<file path="src/rtl/pipe_ctrl_pkg.sv">
// -----------------------------------------------------------------------------
// pipe_ctrl_pkg
// Shared types and constants for the post-decode pipeline controller.
//   stage_ctrl_t : per-stage control record (valid / writes-register / is-load).
//                  The wide per-stage fields (payload, dst, src, src_used) are
//                  sized by module parameters, so they live in parallel arrays
//                  next to this record inside pipe_ctrl.
//   FWD_NONE     : fwd_sel code meaning "use the register-file value". Any
//                  other code k names the stage k that supplies the operand.
// -----------------------------------------------------------------------------
package pipe_ctrl_pkg;

  localparam int FWD_NONE = 0;

  typedef struct packed {
    logic valid;
    logic wr;
    logic load;
  } stage_ctrl_t;

endpackage

</file>
<file path="src/rtl/pipe_ctrl_if.sv">
// -----------------------------------------------------------------------------
// pipe_ctrl_if
// Bundles the issue handshake, redirect/freeze requests, forwarding selects,
// retirement outputs and statistics of pipe_ctrl.
//   master : the decode/issue side and observers (drives in_*, flush/freeze).
//   slave  : pipe_ctrl itself.
// Signal widths follow the same parameters as pipe_ctrl.
// -----------------------------------------------------------------------------
interface pipe_ctrl_if #(
  parameter int STAGES = 3,
  parameter int PW     = 64,
  parameter int AW     = 3,
  parameter int NSRC   = 2,
  parameter int FRZ_W  = 4,
  parameter int CNT_W  = 16
);
  localparam int SW = $clog2(STAGES);

  logic                 in_valid;
  logic                 in_ready;
  logic [PW-1:0]        in_payload;
  logic [AW-1:0]        in_dst;
  logic                 in_wr;
  logic                 in_load;
  logic [NSRC*AW-1:0]   in_src;
  logic [NSRC-1:0]      in_src_used;
  logic                 flush_req;
  logic                 freeze_req;
  logic [FRZ_W-1:0]     freeze_len;
  logic [NSRC*SW-1:0]   fwd_sel;
  logic [STAGES-1:0]    stage_valid;
  logic                 out_valid;
  logic [PW-1:0]        out_payload;
  logic [AW-1:0]        out_dst;
  logic                 out_wr;
  logic [CNT_W-1:0]     stall_cnt;
  logic [CNT_W-1:0]     flush_cnt;

  modport master (
    output in_valid, in_payload, in_dst, in_wr, in_load, in_src, in_src_used,
    output flush_req, freeze_req, freeze_len,
    input  in_ready, fwd_sel, stage_valid,
    input  out_valid, out_payload, out_dst, out_wr, stall_cnt, flush_cnt
  );

  modport slave (
    input  in_valid, in_payload, in_dst, in_wr, in_load, in_src, in_src_used,
    input  flush_req, freeze_req, freeze_len,
    output in_ready, fwd_sel, stage_valid,
    output out_valid, out_payload, out_dst, out_wr, stall_cnt, flush_cnt
  );
endinterface

</file>
<file path="src/rtl/pipe_fwd_select.sv">
// -----------------------------------------------------------------------------
// pipe_fwd_select
// Chooses the forwarding source for one stage-0 source operand.
//   i_src      : stage-0 source register of this operand
//   i_used     : stage-0 stored "operand is read" bit
//   i_s0_valid : stage 0 holds a real instruction
//   i_valid    : valid bits of stages 1..STAGES-1
//   i_wr       : write-enable bits of stages 1..STAGES-1
//   i_load1    : stage 1 is a load (its data is not ready yet)
//   i_dst      : destination registers of stages 1..STAGES-1
//   o_sel      : youngest producing stage k, or FWD_NONE
// -----------------------------------------------------------------------------
module pipe_fwd_select
  import pipe_ctrl_pkg::*;
#(
  parameter int STAGES = 3,
  parameter int AW     = 3,
  localparam int SW    = $clog2(STAGES)
) (
  input  logic [AW-1:0]          i_src,
  input  logic                   i_used,
  input  logic                   i_s0_valid,
  input  logic [STAGES-1:1]      i_valid,
  input  logic [STAGES-1:1]      i_wr,
  input  logic                   i_load1,
  input  logic [STAGES*AW-1:AW]  i_dst,
  output logic [SW-1:0]          o_sel
);

  always_comb begin
    o_sel = SW'(FWD_NONE);
    if (i_s0_valid && i_used) begin
      // Scan oldest to youngest so the youngest (lowest k) producer wins.
      for (int k = STAGES - 1; k >= 1; k--) begin
        if (i_valid[k] && i_wr[k] && (i_dst[k*AW +: AW] == i_src) &&
            !(k == 1 && i_load1)) begin
          o_sel = SW'(k);
        end
      end
    end
  end

endmodule

</file>
<file path="src/rtl/pipe_ctrl.sv">
// -----------------------------------------------------------------------------
// pipe_ctrl
// Post-decode in-order pipeline controller: STAGES entries from ID/EX
// (stage 0) to MEM/WB (last stage), with load-use stall, redirect flush,
// multi-cycle freeze, per-operand forwarding selects and statistics.
//   clk  : clock
//   rst  : synchronous active-high reset
//   bus  : pipe_ctrl_if.slave (issue handshake, flush/freeze requests,
//          fwd_sel, stage_valid, retirement outputs, stall/flush counters)
// Priority each cycle: rst > frozen > flush (new or pending) > load-use > advance.
// -----------------------------------------------------------------------------
module pipe_ctrl
  import pipe_ctrl_pkg::*;
#(
  parameter int STAGES = 3,
  parameter int PW     = 64,
  parameter int AW     = 3,
  parameter int NSRC   = 2,
  parameter int FRZ_W  = 4,
  parameter int CNT_W  = 16
) (
  input  logic        clk,
  input  logic        rst,
  pipe_ctrl_if.slave  bus
);

  localparam int SW = $clog2(STAGES);

  stage_ctrl_t         r_ctrl     [STAGES];
  logic [PW-1:0]       r_payload  [STAGES];
  logic [AW-1:0]       r_dst      [STAGES];
  logic [NSRC*AW-1:0]  r_src      [STAGES];
  logic [NSRC-1:0]     r_src_used [STAGES];

  logic [FRZ_W-1:0]    r_frz_cnt;
  logic                r_flush_pend;
  logic [CNT_W-1:0]    r_stall_cnt;
  logic [CNT_W-1:0]    r_flush_cnt;

  logic                w_frozen;
  logic                w_src_hit;
  logic                w_hazard;
  logic                w_flush;
  logic                w_stall;
  logic                w_accept;
  stage_ctrl_t         w_s0_next;

  assign w_frozen = (r_frz_cnt != '0);

  // Does any read operand of the incoming instruction name stage 0's target?
  always_comb begin
    // NOTE: every always_comb output gets a default first so no path leaves it
    // unassigned, which would infer a latch.
    w_src_hit = 1'b0;
    for (int i = 0; i < NSRC; i++) begin
      if (bus.in_src_used[i] && (bus.in_src[i*AW +: AW] == r_dst[0])) begin
        w_src_hit = 1'b1;
      end
    end
  end

  assign w_hazard = bus.in_valid && r_ctrl[0].valid && r_ctrl[0].wr &&
                    r_ctrl[0].load && w_src_hit;
  assign w_flush  = !w_frozen && (bus.flush_req || r_flush_pend);
  assign w_stall  = !w_frozen && !w_flush && w_hazard;
  assign w_accept = bus.in_valid && !w_frozen && !w_flush && !w_stall;

  // A flush still reports ready so the redirected instruction is consumed
  // (and dropped) instead of lingering on the bus.
  assign bus.in_ready = !rst && !w_frozen && !w_stall;

  always_comb begin
    w_s0_next = '0;
    if (w_accept) begin
      w_s0_next.valid = 1'b1;
      w_s0_next.wr    = bus.in_wr;
      w_s0_next.load  = bus.in_load;
    end
  end

  // Control state: valid bits, freeze counter, pending flush, statistics.
  always_ff @(posedge clk) begin
    // NOTE: sequential state uses non-blocking assignments so every register
    // samples the pre-edge values, independent of statement order.
    if (rst) begin
      for (int k = 0; k < STAGES; k++) r_ctrl[k] <= '0;
      r_frz_cnt    <= '0;
      r_flush_pend <= 1'b0;
      r_stall_cnt  <= '0;
      r_flush_cnt  <= '0;
    end else if (w_frozen) begin
      r_frz_cnt <= r_frz_cnt - FRZ_W'(1);
      if (bus.flush_req) r_flush_pend <= 1'b1;
    end else begin
      if (bus.freeze_req && (bus.freeze_len != '0)) r_frz_cnt <= bus.freeze_len;
      r_ctrl[0] <= w_s0_next;
      for (int k = 1; k < STAGES; k++) r_ctrl[k] <= r_ctrl[k-1];
      if (w_flush) begin
        r_flush_pend <= 1'b0;
        if (r_flush_cnt != '1) r_flush_cnt <= r_flush_cnt + CNT_W'(1);
      end
      if (w_stall && (r_stall_cnt != '1)) r_stall_cnt <= r_stall_cnt + CNT_W'(1);
    end
  end

  // NOTE: the per-stage data arrays carry no reset; they are only observed
  // through a stage whose valid bit is set, and that bit is reset above.
  always_ff @(posedge clk) begin
    if (!w_frozen) begin
      r_payload[0]  <= bus.in_payload;
      r_dst[0]      <= bus.in_dst;
      r_src[0]      <= bus.in_src;
      r_src_used[0] <= bus.in_src_used;
      for (int k = 1; k < STAGES; k++) begin
        r_payload[k]  <= r_payload[k-1];
        r_dst[k]      <= r_dst[k-1];
        r_src[k]      <= r_src[k-1];
        r_src_used[k] <= r_src_used[k-1];
      end
    end
  end

  // Forwarding inputs: stages 1..STAGES-1 only.
  logic [STAGES-1:1]     w_fwd_valid;
  logic [STAGES-1:1]     w_fwd_wr;
  logic [STAGES*AW-1:AW] w_fwd_dst;

  always_comb begin
    w_fwd_valid = '0;
    w_fwd_wr    = '0;
    w_fwd_dst   = '0;
    for (int k = 1; k < STAGES; k++) begin
      w_fwd_valid[k]         = r_ctrl[k].valid;
      w_fwd_wr[k]            = r_ctrl[k].wr;
      w_fwd_dst[k*AW +: AW]  = r_dst[k];
    end
  end

  for (genvar i = 0; i < NSRC; i++) begin : g_fwd
    logic [SW-1:0] w_sel;

    pipe_fwd_select #(.STAGES(STAGES), .AW(AW)) u_fwd_select (
      .i_src      (r_src[0][i*AW +: AW]),
      .i_used     (r_src_used[0][i]),
      .i_s0_valid (r_ctrl[0].valid),
      .i_valid    (w_fwd_valid),
      .i_wr       (w_fwd_wr),
      .i_load1    (r_ctrl[1].load),
      .i_dst      (w_fwd_dst),
      .o_sel      (w_sel)
    );

    assign bus.fwd_sel[i*SW +: SW] = rst ? SW'(FWD_NONE) : w_sel;
  end

  for (genvar k = 0; k < STAGES; k++) begin : g_stage_valid
    assign bus.stage_valid[k] = r_ctrl[k].valid;
  end

  // While frozen the last stage holds, so suppress out_valid to present each
  // entry exactly once (on the cycle it actually leaves).
  assign bus.out_valid   = !rst && !w_frozen && r_ctrl[STAGES-1].valid;
  assign bus.out_payload = r_payload[STAGES-1];
  assign bus.out_dst     = r_dst[STAGES-1];
  assign bus.out_wr      = r_ctrl[STAGES-1].wr;
  assign bus.stall_cnt   = r_stall_cnt;
  assign bus.flush_cnt   = r_flush_cnt;

endmodule

</file>
<file path="src/flat_wrapper.sv">
// flat-port wrapper written by rule: the top's interface ports become plain ports
module pipe_ctrl_flat import pipe_ctrl_pkg::*;
#(
  parameter int STAGES = 3,
  parameter int PW     = 64,
  parameter int AW     = 3,
  parameter int NSRC   = 2,
  parameter int FRZ_W  = 4,
  parameter int CNT_W  = 16
)
  (clk, rst, bus_in_valid, bus_in_payload, bus_in_dst, bus_in_wr, bus_in_load, bus_in_src, bus_in_src_used, bus_flush_req, bus_freeze_req, bus_freeze_len, bus_in_ready, bus_fwd_sel, bus_stage_valid, bus_out_valid, bus_out_payload, bus_out_dst, bus_out_wr, bus_stall_cnt, bus_flush_cnt);
  pipe_ctrl_if #(.STAGES(STAGES), .PW(PW), .AW(AW), .NSRC(NSRC), .FRZ_W(FRZ_W), .CNT_W(CNT_W)) bus_i ();
  input  logic clk;
  input  logic rst;
  input wire logic [$bits(bus_i.in_valid)-1:0] bus_in_valid;
  input wire logic [$bits(bus_i.in_payload)-1:0] bus_in_payload;
  input wire logic [$bits(bus_i.in_dst)-1:0] bus_in_dst;
  input wire logic [$bits(bus_i.in_wr)-1:0] bus_in_wr;
  input wire logic [$bits(bus_i.in_load)-1:0] bus_in_load;
  input wire logic [$bits(bus_i.in_src)-1:0] bus_in_src;
  input wire logic [$bits(bus_i.in_src_used)-1:0] bus_in_src_used;
  input wire logic [$bits(bus_i.flush_req)-1:0] bus_flush_req;
  input wire logic [$bits(bus_i.freeze_req)-1:0] bus_freeze_req;
  input wire logic [$bits(bus_i.freeze_len)-1:0] bus_freeze_len;
  output wire logic [$bits(bus_i.in_ready)-1:0] bus_in_ready;
  output wire logic [$bits(bus_i.fwd_sel)-1:0] bus_fwd_sel;
  output wire logic [$bits(bus_i.stage_valid)-1:0] bus_stage_valid;
  output wire logic [$bits(bus_i.out_valid)-1:0] bus_out_valid;
  output wire logic [$bits(bus_i.out_payload)-1:0] bus_out_payload;
  output wire logic [$bits(bus_i.out_dst)-1:0] bus_out_dst;
  output wire logic [$bits(bus_i.out_wr)-1:0] bus_out_wr;
  output wire logic [$bits(bus_i.stall_cnt)-1:0] bus_stall_cnt;
  output wire logic [$bits(bus_i.flush_cnt)-1:0] bus_flush_cnt;
  assign bus_i.in_valid = bus_in_valid;
  assign bus_i.in_payload = bus_in_payload;
  assign bus_i.in_dst = bus_in_dst;
  assign bus_i.in_wr = bus_in_wr;
  assign bus_i.in_load = bus_in_load;
  assign bus_i.in_src = bus_in_src;
  assign bus_i.in_src_used = bus_in_src_used;
  assign bus_i.flush_req = bus_flush_req;
  assign bus_i.freeze_req = bus_freeze_req;
  assign bus_i.freeze_len = bus_freeze_len;
  assign bus_in_ready = bus_i.in_ready;
  assign bus_fwd_sel = bus_i.fwd_sel;
  assign bus_stage_valid = bus_i.stage_valid;
  assign bus_out_valid = bus_i.out_valid;
  assign bus_out_payload = bus_i.out_payload;
  assign bus_out_dst = bus_i.out_dst;
  assign bus_out_wr = bus_i.out_wr;
  assign bus_stall_cnt = bus_i.stall_cnt;
  assign bus_flush_cnt = bus_i.flush_cnt;
  pipe_ctrl #(.STAGES(STAGES), .PW(PW), .AW(AW), .NSRC(NSRC), .FRZ_W(FRZ_W), .CNT_W(CNT_W)) u_core (.clk(clk), .rst(rst), .bus(bus_i));
endmodule
</file>
<file path="config.mk">
export PLATFORM = sky130hd
export DESIGN_NAME = pipe_ctrl_flat
export DESIGN_NICKNAME = d
export VERILOG_FILES = /design/src/rtl/pipe_ctrl_pkg.sv /design/src/rtl/pipe_ctrl_if.sv /design/src/rtl/pipe_fwd_select.sv /design/src/rtl/pipe_ctrl.sv /design/src/flat_wrapper.sv
export SDC_FILE = /design/constraint.sdc
export NUM_CORES = 1
export LEC_CHECK = 0
export BUFFER_PORTS_ARGS = -buffer_cell sky130_fd_sc_hd__clkbuf_2
export CORE_MARGIN = 2
export CORE_UTILIZATION = 31
export DETAILED_ROUTE_END_ITERATION = 8
export SLEW_MARGIN = 40
export SYNTH_ARGS = -nofsm -noshare
export SYNTH_HDL_FRONTEND = slang
export SYNTH_SLANG_ARGS = --single-unit
export TNS_END_PERCENT = 50
</file>
<file path="constraint.sdc">
create_clock -name clk -period 12.95 [get_ports clk]
set_clock_uncertainty 0.05 [all_clocks]
set_input_delay 1.9425 -clock clk [delete_from_list [all_inputs] [get_ports clk]]
set_output_delay 1.9425 -clock clk [all_outputs]
set_load 0.02 [all_outputs]
</file>
; ---- After elaboration in Yosys (flattened, before gate mapping)
; Memories as Yosys holds them, arrays and structs flattened.
; Index checks and enable logic that the tools add are counted.
[op_classes]
eq_ne = 9
bitwise = 4
addsub = 3
muxes = 24
n_reduce_logical = 40
[op_table]
columns = cell, n
row1 = "16-bit by 1-bit adder with 16-bit output, second input constant", 2
row2 = "16-bit != test, second input constant", 2
row3 = 1-bit logical AND, 27
row4 = 3-bit equality test, 6
row5 = 2-bit two-way mux, 8
row6 = 3-bit two-way mux, 4
row7 = 1-bit two-way mux, 10
row8 = 4-bit two-way mux, 2
row9 = 4-bit nonzero test, 2
row10 = 1-bit zero test, 5
row11 = 2-bit AND reduction, 2
row12 = 2-bit nonzero test, 2
row13 = "4-bit by 1-bit subtractor with 4-bit output, second input constant", 1
row14 = 1-bit OR, 3
row15 = 3-bit AND reduction, 1
row16 = "2-bit != test, second input constant", 1
row17 = 1-bit logical OR, 1
row18 = 1-bit inverter, 1
[totals]
inputBits = 86
memories = 5
word_cells = 89
output_inout_bits = 109
ramBits = 234
register_bits = 37
[mem_list]
columns = name, depth, word_bits, rd, rd_clocked_by_memory_dff, wr, line
row1 = u_core.r_payload, 3, 64, 3, 0, 3, pipe_ctrl.sv:30  ; logic [PW-1:0] r_payload [STAGES];
row2 = u_core.r_src, 3, 6, 2, 0, 3, pipe_ctrl.sv:32  ; logic [NSRC*AW-1:0] r_src [STAGES];
row3 = u_core.r_ctrl, 3, 3, 3, 0, 3, pipe_ctrl.sv:29  ; stage_ctrl_t r_ctrl [STAGES];
row4 = u_core.r_dst, 3, 3, 3, 0, 3, pipe_ctrl.sv:31  ; logic [AW-1:0] r_dst [STAGES];
row5 = u_core.r_src_used, 3, 2, 2, 0, 3, pipe_ctrl.sv:33  ; logic [NSRC-1:0] r_src_used [STAGES];

; ---- Logic depth before layout (Yosys ltp)
; Gate-level depths: netlist of the first run.
[depth]
ltp_word = 10
ltp_mapped = 11
ltp_nobuf = 8

; ---- Hierarchy
; Synthesis of the first run repeated with hierarchy kept, for this count alone.
[unflattened]
hier_cells = 563
hier_area_um2 = 9340.2
[modules_own_cells]
columns = mod, area_per_inst_um2, cells_each, n_inst, seq_area_each_um2
row1 = pipe_ctrl, 9150.0, 539, 1, 7257.0
row2 = pipe_fwd_select, 95.1, 12, 2, 0.0

; ---- Least setup slack after synthesis of the first run
; OpenSTA, ideal clock, no wires.
[synth_path]
kind = register -> output
start = reg u_core.r_frz_cnt[0]
end = out bus_out_valid
path_buffers = 2
path_stages_with_launch = 8
t_required_ns = 10.958
arrival_time_ns = 7.753
slack_ns = 3.204
path_cell_list = dfxtp_1 inv_1 ha_1 or3b_1 buf_2 clkinv_2 clkbuf_1 and3_1
[synth_between]
elab_chain_len = 4
[synth_rtl]
columns = element, line
row1 = from (decl), pipe_ctrl.sv:35  ; logic [FRZ_W-1:0] r_frz_cnt;
row2 = from (signal assigned), pipe_ctrl.sv:92  ; r_frz_cnt <= r_frz_cnt - FRZ_W'(1);
row3 = from (signal assigned), pipe_ctrl.sv:95  ; if (bus.freeze_req && (bus.freeze_len != '0)) r_frz_cnt <= bus.freeze_len;
row4 = 4-bit nonzero test, pipe_ctrl.sv:48  ; assign w_frozen = (r_frz_cnt != '0);
row5 = 1-bit zero test, pipe_ctrl.sv:162  ; assign bus.out_valid = !rst && !w_frozen && r_ctrl[STAGES-1].valid;
row6 = 1-bit logical AND (2 in series), pipe_ctrl.sv:162
row7 = to (decl), flat_wrapper.sv:28  ; output wire logic [$bits(bus_i.out_valid)-1:0] bus_out_valid;
; Every way passes these cells.

; ---- Final worst setup path of the first run
[layout_path]
start = in bus_flush_req
end = out bus_in_ready
[layout_between]
elab_chain_len = 7
[layout_rtl]
columns = element, line
row1 = from (decl), flat_wrapper.sv:22  ; input wire logic [$bits(bus_i.flush_req)-1:0] bus_flush_req;
row2 = 1-bit logical OR, pipe_ctrl.sv:64  ; assign w_flush = !w_frozen && (bus.flush_req || r_flush_pend);
row3 = 1-bit logical AND, pipe_ctrl.sv:64
row4 = 1-bit zero test, pipe_ctrl.sv:65  ; assign w_stall = !w_frozen && !w_flush && w_hazard;
row5 = 1-bit logical AND (2 in series), pipe_ctrl.sv:65
row6 = 1-bit zero test, pipe_ctrl.sv:70  ; assign bus.in_ready = !rst && !w_frozen && !w_stall;
row7 = 1-bit logical AND, pipe_ctrl.sv:70
row8 = to (decl), flat_wrapper.sv:25  ; output wire logic [$bits(bus_i.in_ready)-1:0] bus_in_ready;
; Every way passes these cells.

==> run summary, run 1 <==
status -> complete, no violations
antenna cells -> 0
Synth Instances -> 559
TritonRoute pass-1 iters -> 4
Port Buffers -> 194
Synth top area share -> 70.59%
WL final -> 17,440 microns
Ports -> 195
Rows -> 63
cts bufs inserted -> 28
fmax -> 182.4 MHz
detailed placement HPWL -> 12,050 microns
Synth top cells by count -> edfxtp_1, buf_4, dfxtp_1
Synth cell types -> 41
P_leak -> 0.004017 uW
core area -> 29,480 sq um
post-CTS setup repair buffer count -> 0
Worst path max stage delay -> 0.55 ns
Worst Path Arrival -> 3.49 ns
chip width -> 176.6 microns
clk root buf -> clkbuf_16
largest net degree at the start of global routing -> 92
hold-fix buffer count after cts -> 0
Most common cell on crit path -> clkbuf_2
Pins Over Slew Limit -> 0
Congestion Overflow GR -> 0
Filler Cells Inserted -> 2,796
hold crit path type -> flop to flop
CTS Buffer Depth -> 3
Worst Path Max Fanout -> 31
Cell Chain, Critical Path -> clkbuf_2, nor2_1, nand4_1, a211o_1, and2_1, clkbuf_2
top-count cell post-synth -> edfxtp_1
clock sinks -> 254
Crit Path Class -> input pin to output pin
routability cong. -> 0.7940
synth top area cells -> edfxtp_1, dfxtp_1, buf_4
Hold Slack -> 0.3646 ns
initial antenna violation count -> 0
pwr dens -> 259.1 nW/um^2
critical path buffer and inverter count -> 2
RSZ-0062 raised after global routing -> false
Die H -> 176.6 microns
nets -> 795
Slowest cell on crit path -> a211o_1
worst-margin pin slew -> 0.7428 ns
Startpoint Class -> input pin
drt wl/cell -> 15.63 microns
Vias -> 4,808
Worst-Skew Late Latency -> 0.53 ns
residual DRC count -> 0
Synth async-reset ratio -> 0%
Tot GR Track Use -> 10.79%
Via density -> 4.308
max_cap viols -> 0
register area share after synthesis -> 78.61%
Total Power -> 2863 uW
Reg clk slew, reported paths -> 0.06 ns
first-pass GRT wire length -> 26,160 microns
placed cell count -> 1,065
number of flops mapped to enable cells by yosys -> 217
Max VDD drop -> 0.1119 mV
Yosys reg bits -> 254
H-tree level count -> 1
synth-to-layout area growth -> 19.68%
final setup TNS -> 0 ns
layout cells sized above 1 -> 33.61%
drt initial violations -> 329
Hold Vio Cnt, Final -> 0
mean area per synthesized cell -> 16.51 sq um
Post-Synthesis Net Count -> 649
die area -> 31,180 sq um
critical path capture point type -> output pin
vias in the first global route -> 4,604
DRT antenna net count -> 0
CTS tree -> done
Initial Util -> 31.31%
mapped cell area -> 9231 sq um
synth warn -> 0
period utilisation layout -> 42.35%
Worst Path Required -> 10.96 ns
main flop type after synthesis -> edfxtp_1
fin cells -> 1,116
Resize count post-CTS -> 0
headroom to the max-slew limit -> 50.48%
r2r setup slk -> 9.54 ns
leading area contributor after synthesis -> edfxtp_1
cell family contributing the most delay on the critical path -> simple AND/OR/NAND/NOR gates
post-route minimum period -> 5.484 ns
Setup violations, final -> 0
## worst reg2reg max path, stage by stage (launching register included)
cell and delay [ns]:
dfxtp_1 0.34, inv_1 0.09, ha_1 0.18, or3b_1 0.58, inv_8 0.53, nand4_1 0.20
a211o_1 0.55, nor4_1 0.41, mux2_2 0.37
## flip-flops by register name (all words and copies together) (netlist names)
signal	count
u_core.r_payload	192
u_core.bus.flush_cnt	16
u_core.bus.stall_cnt	16
u_core.r_dst	9
u_core.r_ctrl	8
u_core.r_src	6
u_core.r_frz_cnt	4
u_core.r_src_used	2
u_core.r_flush_pend	1
## area by class of cell
class                           instances  area (sq um)  area share (%)
Timing Repair Buffer                  198          1013           9.173
Tap cell                              390         488.0           4.417
Clock inverter                         13         123.9           1.121
Clock buffer                           38         759.5           6.874
Multi-Input combinational cell        215          1369           12.39
Sequential cell                       254          7257           65.69
Inverter                                8         37.54          0.3398
## path summary, 6_finish.rpt
kind | startpoint | endpoint | cells past startpoint
max | bus_flush_req | bus_in_ready | 6
min | u_core.r_payload[0][21]$_DFFE_PN_ | u_core.r_payload[0][85]$_DFFE_PN_ | 0
max reg2reg | u_core.r_frz_cnt[0]$_SDFFE_PP0P_ | u_core.bus.stall_cnt[11]$_SDFFE_PP0P_ | 8
min reg2reg | u_core.r_payload[0][21]$_DFFE_PN_ | u_core.r_payload[0][85]$_DFFE_PN_ | 0
## stage by stage
stage               instance area [sq um]  utilization (%)  worst slack, ns
finish                              11050            37.48            7.466
floorplan                            9231                -            3.204
detailed placement                  10160            34.48            7.452
global route                        11050            37.48            7.229
CTS                                 11050            37.48            7.440
global placement                    10140            34.39            7.428
## kinds of logic after synthesis
group | count (synthesis) | synth area share, %
buffers and inverters | 90 | 6.628
AOI/OAI and AO/OA | 46 | 2.901
muxes | 3 | 0.3659
and+or+nand+nor | 128 | 7.726
xor gates and xnor gates | 34 | 3.226
DFF | 254 | 78.61
adders and majority gates | 4 | 0.5422
## power by group
part	switching, uW	total [uW]	internal, uW
registers	117	1510	1390
logic	450	595	145
clock network	306	757	451
total	873	2860	1990
## cells in the final DEF (no fill, tap or decap), types with 5 or more instances in the layout
cell type | netlist | layout
and2_1 | 5 | 5
inv_1 | 7 | 7
clkbuf_1 | 9 | 9
or4_1 | 6 | 6
dfxtp_1 | 37 | 37
or3_1 | 11 | 11
and3_1 | 9 | 9
clkinv_2 | 1 | 5
nor3_1 | 8 | 8
xnor2_1 | 22 | 22
o21ai_0 | 14 | 14
nand3_1 | 8 | 8
xor2_1 | 12 | 12
clkbuf_2 | 0 | 194
nor2_1 | 28 | 28
edfxtp_1 | 217 | 217
nand2_1 | 9 | 9
a21oi_1 | 19 | 19
nor4_1 | 15 | 14
nand4_1 | 15 | 15
clkbuf_16 | 0 | 29
## per-layer routing
layer | wire length (microns) | track usage, % | vias up
met4 | 259 | 2.996 | 0
met3 | 1458 | 3.208 | 26
met5 | 0 | 0 | -
met2 | 8169 | 17.33 | 178
met1 | 7549 | 14.21 | 2281
li1 | - | - | 2323
Power figures use the tool's default switching activity.
==> run 2: changes to the inputs <==
clock period = 4.7 ns   (was 12.95 ns; I/O delays follow)
==> run summary, run 2 (synthesis gave the netlist of run 1 again) <==
status -> complete, no violations
Worst-Skew Late Latency -> 0.53 ns
final setup TNS -> 0 ns
clk root buf -> clkbuf_16
Rows -> 63
Die H -> 176.6 microns
Combinational Power Share -> 20.1%
Initial Util -> 31.31%
Via density -> 4.331
Ports -> 195
pwr dens -> 714.8 nW/um^2
Vias -> 4,812
Switching Share -> 29.79%
vias in the first global route -> 4,619
Resize count post-CTS -> 0
sequential share of power -> 52.5%
Top reg by flops -> u_core.r_payload
die area -> 31,180 sq um
post-route minimum period -> 3.982 ns
cts bufs inserted -> 27
Total Power -> 7905 uW
Int Pwr -> 5550 uW
fmax -> 251.1 MHz
cell area after placement -> 10,150 sq um
headroom to the max-slew limit -> 47.65%
Port Buffers -> 194
Startpoint Class -> flop
Reg clk slew, reported paths -> 0.06 ns
period utilisation layout -> 84.73%
Congestion Overflow GR -> 0
TritonRoute pass-1 iters -> 4
chip width -> 176.6 microns
DRT antenna net count -> 0
final core utilization -> 37.51%
hold crit path type -> input pin to flop
Worst Path Max Fanout -> 54
antenna cells -> 0
Hold Path Stages -> 1
max FFs per register -> 192
drt wl/cell -> 15.38 microns
initial antenna violation count -> 0
Hold Vio Cnt, Final -> 0
H-tree level count -> 1
Final Cell Area -> 11,060 sq um
hold-fix buffer count after cts -> 0
Max VDD drop -> 0.3158 mV
worst-margin pin slew -> 0.7853 ns
CTS tree -> done
first-pass GRT wire length -> 25,620 microns
RSZ-0062 raised after global routing -> false
Worst Path Arrival -> 3.23 ns
residual DRC count -> 0
Setup violations, final -> 0
post-CTS setup repair buffer count -> 0
max_cap viols -> 0
commonest non-fill, non-tap cell in the layout -> edfxtp_1
clock sinks -> 254
Register-to-Register Path Depth -> 8
WL final -> 17,090 microns
CTS Buffer Depth -> 3
detailed placement HPWL -> 11,540 microns
Pins Over Slew Limit -> 0
routability cong. -> 0.7499
Clk pwr share -> 27.4%
largest net degree at the start of global routing -> 86
core area -> 29,480 sq um
layout cells sized above 1 -> 33.70%
critical path capture point type -> output pin
Crit Path Class -> flop to output pin
most frequent cells in the layout -> edfxtp_1, clkbuf_2, dfxtp_1, nor2_1, clkbuf_16
Tot GR Track Use -> 10.43%
nets -> 793
drt initial violations -> 391
synth-to-layout area growth -> 19.80%
Worst Path Required -> 3.94 ns
Psw -> 2355 uW
P_leak -> 0.004014 uW
-- run 2: area by class of cell --
| type | count | area [sq um] |
|---|---|---|
| fill | 2799 | 18420 |
| sequential | 254 | 7257 |
| multi-input combinational | 215 | 1369 |
| timing repair buffer | 197 | 1001 |
| clock buffer | 31 | 690.7 |
| tap | 390 | 488.0 |
| clock inverter | 16 | 216.5 |
| inverter | 8 | 37.54 |
-- run 2: worst paths after layout --
check                                                       start                                   end  slack (ns)
worst min-delay path                           bus_in_payload[42]     u_core.r_payload[0][42]$_DFFE_PN_        0.30
worst max-delay path             u_core.r_frz_cnt[0]$_SDFFE_PP0P_                          bus_in_ready        0.72
worst min register to register  u_core.r_payload[0][29]$_DFFE_PN_     u_core.r_payload[0][93]$_DFFE_PN_        0.36
worst max register to register   u_core.r_frz_cnt[0]$_SDFFE_PP0P_  u_core.bus.stall_cnt[6]$_SDFFE_PP0P_        1.50
-- run 2: through the flow --
step | worst slack (ns) | std cells | hold slack [ns]
2_1_floorplan | 0.8130 | 559 | 0.3503
6_report | 0.7176 | 1111 | 0.2986
5_1_grt | 0.4236 | 1111 | 0.2588
4_1_cts | 0.6104 | 1111 | 0.2607
3_5_place_dp | 1.183 | 1064 | 0.3545
3_3_place_gp | 1.268 | 1064 | 0.3503
-- run 2: layer usage --
| layer | wire length (microns) | GRT usage [%] | vias up |
|---|---|---|---|
| li1 | - | - | 2321 |
| met1 | 7291 | 13.75 | 2287 |
| met2 | 8140 | 16.78 | 171 |
| met3 | 1257 | 2.864 | 33 |
| met4 | 399 | 3.134 | 0 |
| met5 | 0 | 0 | - |
-- run 2: power groups by stage --
stage	logic (uW)	clock network, uW	registers [uW]
4_1_cts	1640	2250	4170
3_5_place_dp	1640	0	4210
5_1_grt	1750	2330	4250
3_3_place_gp	1610	0	4160
2_1_floorplan	1440	0	4150
6_report	1590	2170	4150
-- run 2: worst max-delay path, stage by stage, from the launching register on --
cell      delay [ns]
dfxtp_1         0.34
inv_1           0.09
ha_1            0.18
or3b_1          0.56
inv_8           0.36
nand4_1         0.15
a211o_1         0.55
and2_1          0.30
clkbuf_2        0.15
==> run 3: changes to the inputs <==
clock period = 4.2 ns   (was 4.7 ns; I/O delays follow)
==> run summary, run 3 (synthesis gave the netlist of run 1 again) <==
synth-to-layout area growth -> 19.80%
Int Pwr -> 6118 uW
Startpoint Class -> flop
Worst Path Max Fanout -> 57
area of the multi-input gates -> 1370 sq um
Die H -> 176.6 microns
Combinational Power Share -> 20.6%
final core utilization -> 37.51%
DRT antenna net count -> 0
final setup TNS -> 0 ns
vias in the first global route -> 4,580
CTS tree -> done
status -> complete, no violations
Worst-Skew Late Latency -> 0.52 ns
H-tree level count -> 1
Setup violations, final -> 0
CTS Buffer Depth -> 3
WL met2 -> 7744 microns
Ports -> 195
Resize count post-CTS -> 0
Port Buffers -> 194
critical path capture point type -> output pin
most frequent cells in the layout -> edfxtp_1, clkbuf_2, dfxtp_1, clkbuf_16, nor2_1
RSZ-0062 raised after global routing -> false
sequential share of power -> 52.8%
WL final -> 16,640 microns
routability cong. -> 0.7513
cell family contributing the most delay on the critical path -> simple AND/OR/NAND/NOR gates
residual DRC count -> 0
worst-margin pin slew -> 0.7193 ns
core area -> 29,480 sq um
Hold Vio Cnt, Final -> 0
clock sinks -> 254
period utilisation layout -> 86.94%
Clk pwr share -> 26.6%
die area -> 31,180 sq um
Worst Path Arrival -> 2.97 ns
Congestion Overflow GR -> 0
flip-flop and latch area -> 7257 sq um
Via density -> 4.298
layout cells sized above 1 -> 34.39%
hold crit path type -> input pin to flop
Rows -> 63
pwr dens -> 791.1 nW/um^2
clk root buf -> clkbuf_16
Filler Cells Inserted -> 2,813
hold-fix buffer count after cts -> 0
pre-CTS setup slack -> 0.9537 ns
metal3 WL -> 1365 microns
initial antenna violation count -> 0
Switching Share -> 30.08%
setup ws final -> 0.5484 ns
fin cells -> 1,117
TritonRoute pass-1 iters -> 4
drt wl/cell -> 14.90 microns
Initial Util -> 31.31%
Worst Path Required -> 3.52 ns
chip width -> 176.6 microns
Tot GR Track Use -> 10.18%
Worst path max stage delay -> 0.48 ns
post-CTS setup repair buffer count -> 0
P_leak -> 0.004021 uW
critical path buffer and inverter count -> 3
antenna cells -> 0
fmax -> 273.9 MHz
commonest non-fill, non-tap cell in the layout -> edfxtp_1
Metal-1 WL -> 7183 microns
max_cap viols -> 0
Slowest cell on crit path -> a211o_2
headroom to the max-slew limit -> 52.05%
Cell Chain, Critical Path -> inv_1, ha_1, or3b_1, inv_8, nand4_1, a211o_2, and2_1, clkbuf_2
Psw -> 2632 uW
placed cell count -> 1,066
Top Layer Used -> met4
drt initial violations -> 335
Vias -> 4,801
Pins Over Slew Limit -> 0
largest net degree at the start of global routing -> 78
Crit Path Class -> flop to output pin
first-pass GRT wire length -> 25,090 microns
post-route minimum period -> 3.652 ns
Top reg by flops -> u_core.r_payload
Reg clk slew, reported paths -> 0.06 ns
nets -> 796
cts bufs inserted -> 28
detailed placement HPWL -> 11,440 microns
r2r setup slk -> 1.26 ns
Max VDD drop -> 0.3134 mV
max FFs per register -> 192
-- run 3: final cells by class --
class / count / share of cell area (%)
Clock buffer: 32 / 6.664
Multi-Input combinational cell: 215 / 12.39
Timing Repair Buffer: 199 / 9.153
Sequential cell: 254 / 65.62
Tap cell: 390 / 4.412
Clock inverter: 19 / 1.425
Inverter: 8 / 0.3394
-- run 3: power by group through the flow --
stage          combinational, uW  sequential [uW]  clock (uW)
2_1_floorplan               1620             4650           0
5_1_grt                     1970             4730        2510
3_5_place_dp                1860             4690           0
4_1_cts                     1860             4640        2410
6_report                    1800             4620        2320
3_3_place_gp                1830             4640           0
-- run 3: worst register-to-register path, stage by stage (launching register included) --
cell and delay (ns):
dfxtp_1 0.34, inv_1 0.09, ha_1 0.19, or3b_1 0.46, inv_8 0.33, nand4_1 0.17
a211o_2 0.48, nor4_1 0.37, mux2_2 0.36
-- run 3: through the flow --
step / total power (uW) / instance area, sq um / hold slack [ns]
after floorplan: 6265 / 9235 / 0.3503
after global placement: 6471 / 10150 / 0.3503
after detailed placement: 6551 / 10160 / 0.3545
after CTS: 8908 / 11050 / 0.2019
after global routing: 9207 / 11060 / 0.2016
final: 8750 / 11060 / 0.2324
-- run 3: worst paths after layout --
check / endpoint / from / cells after the start
hold / removal: u_core.r_payload[0][36]$_DFFE_PN_ / bus_in_payload[36] / 1
hold reg to reg: u_core.r_payload[0][151]$_DFFE_PN_ / u_core.r_payload[0][87]$_DFFE_PN_ / 0
setup / recovery: bus_in_ready / u_core.r_frz_cnt[0]$_SDFFE_PP0P_ / 8
setup reg to reg: u_core.bus.stall_cnt[11]$_SDFFE_PP0P_ / u_core.r_frz_cnt[0]$_SDFFE_PP0P_ / 8
-- run 3: layer usage --
metal / vias to the layer above / GRT usage [%]
li1: 2325 / -
met1: 2279 / 13.59
met2: 170 / 16.23
met3: 27 / 2.735
met4: 0 / 3.099
met5: - / 0
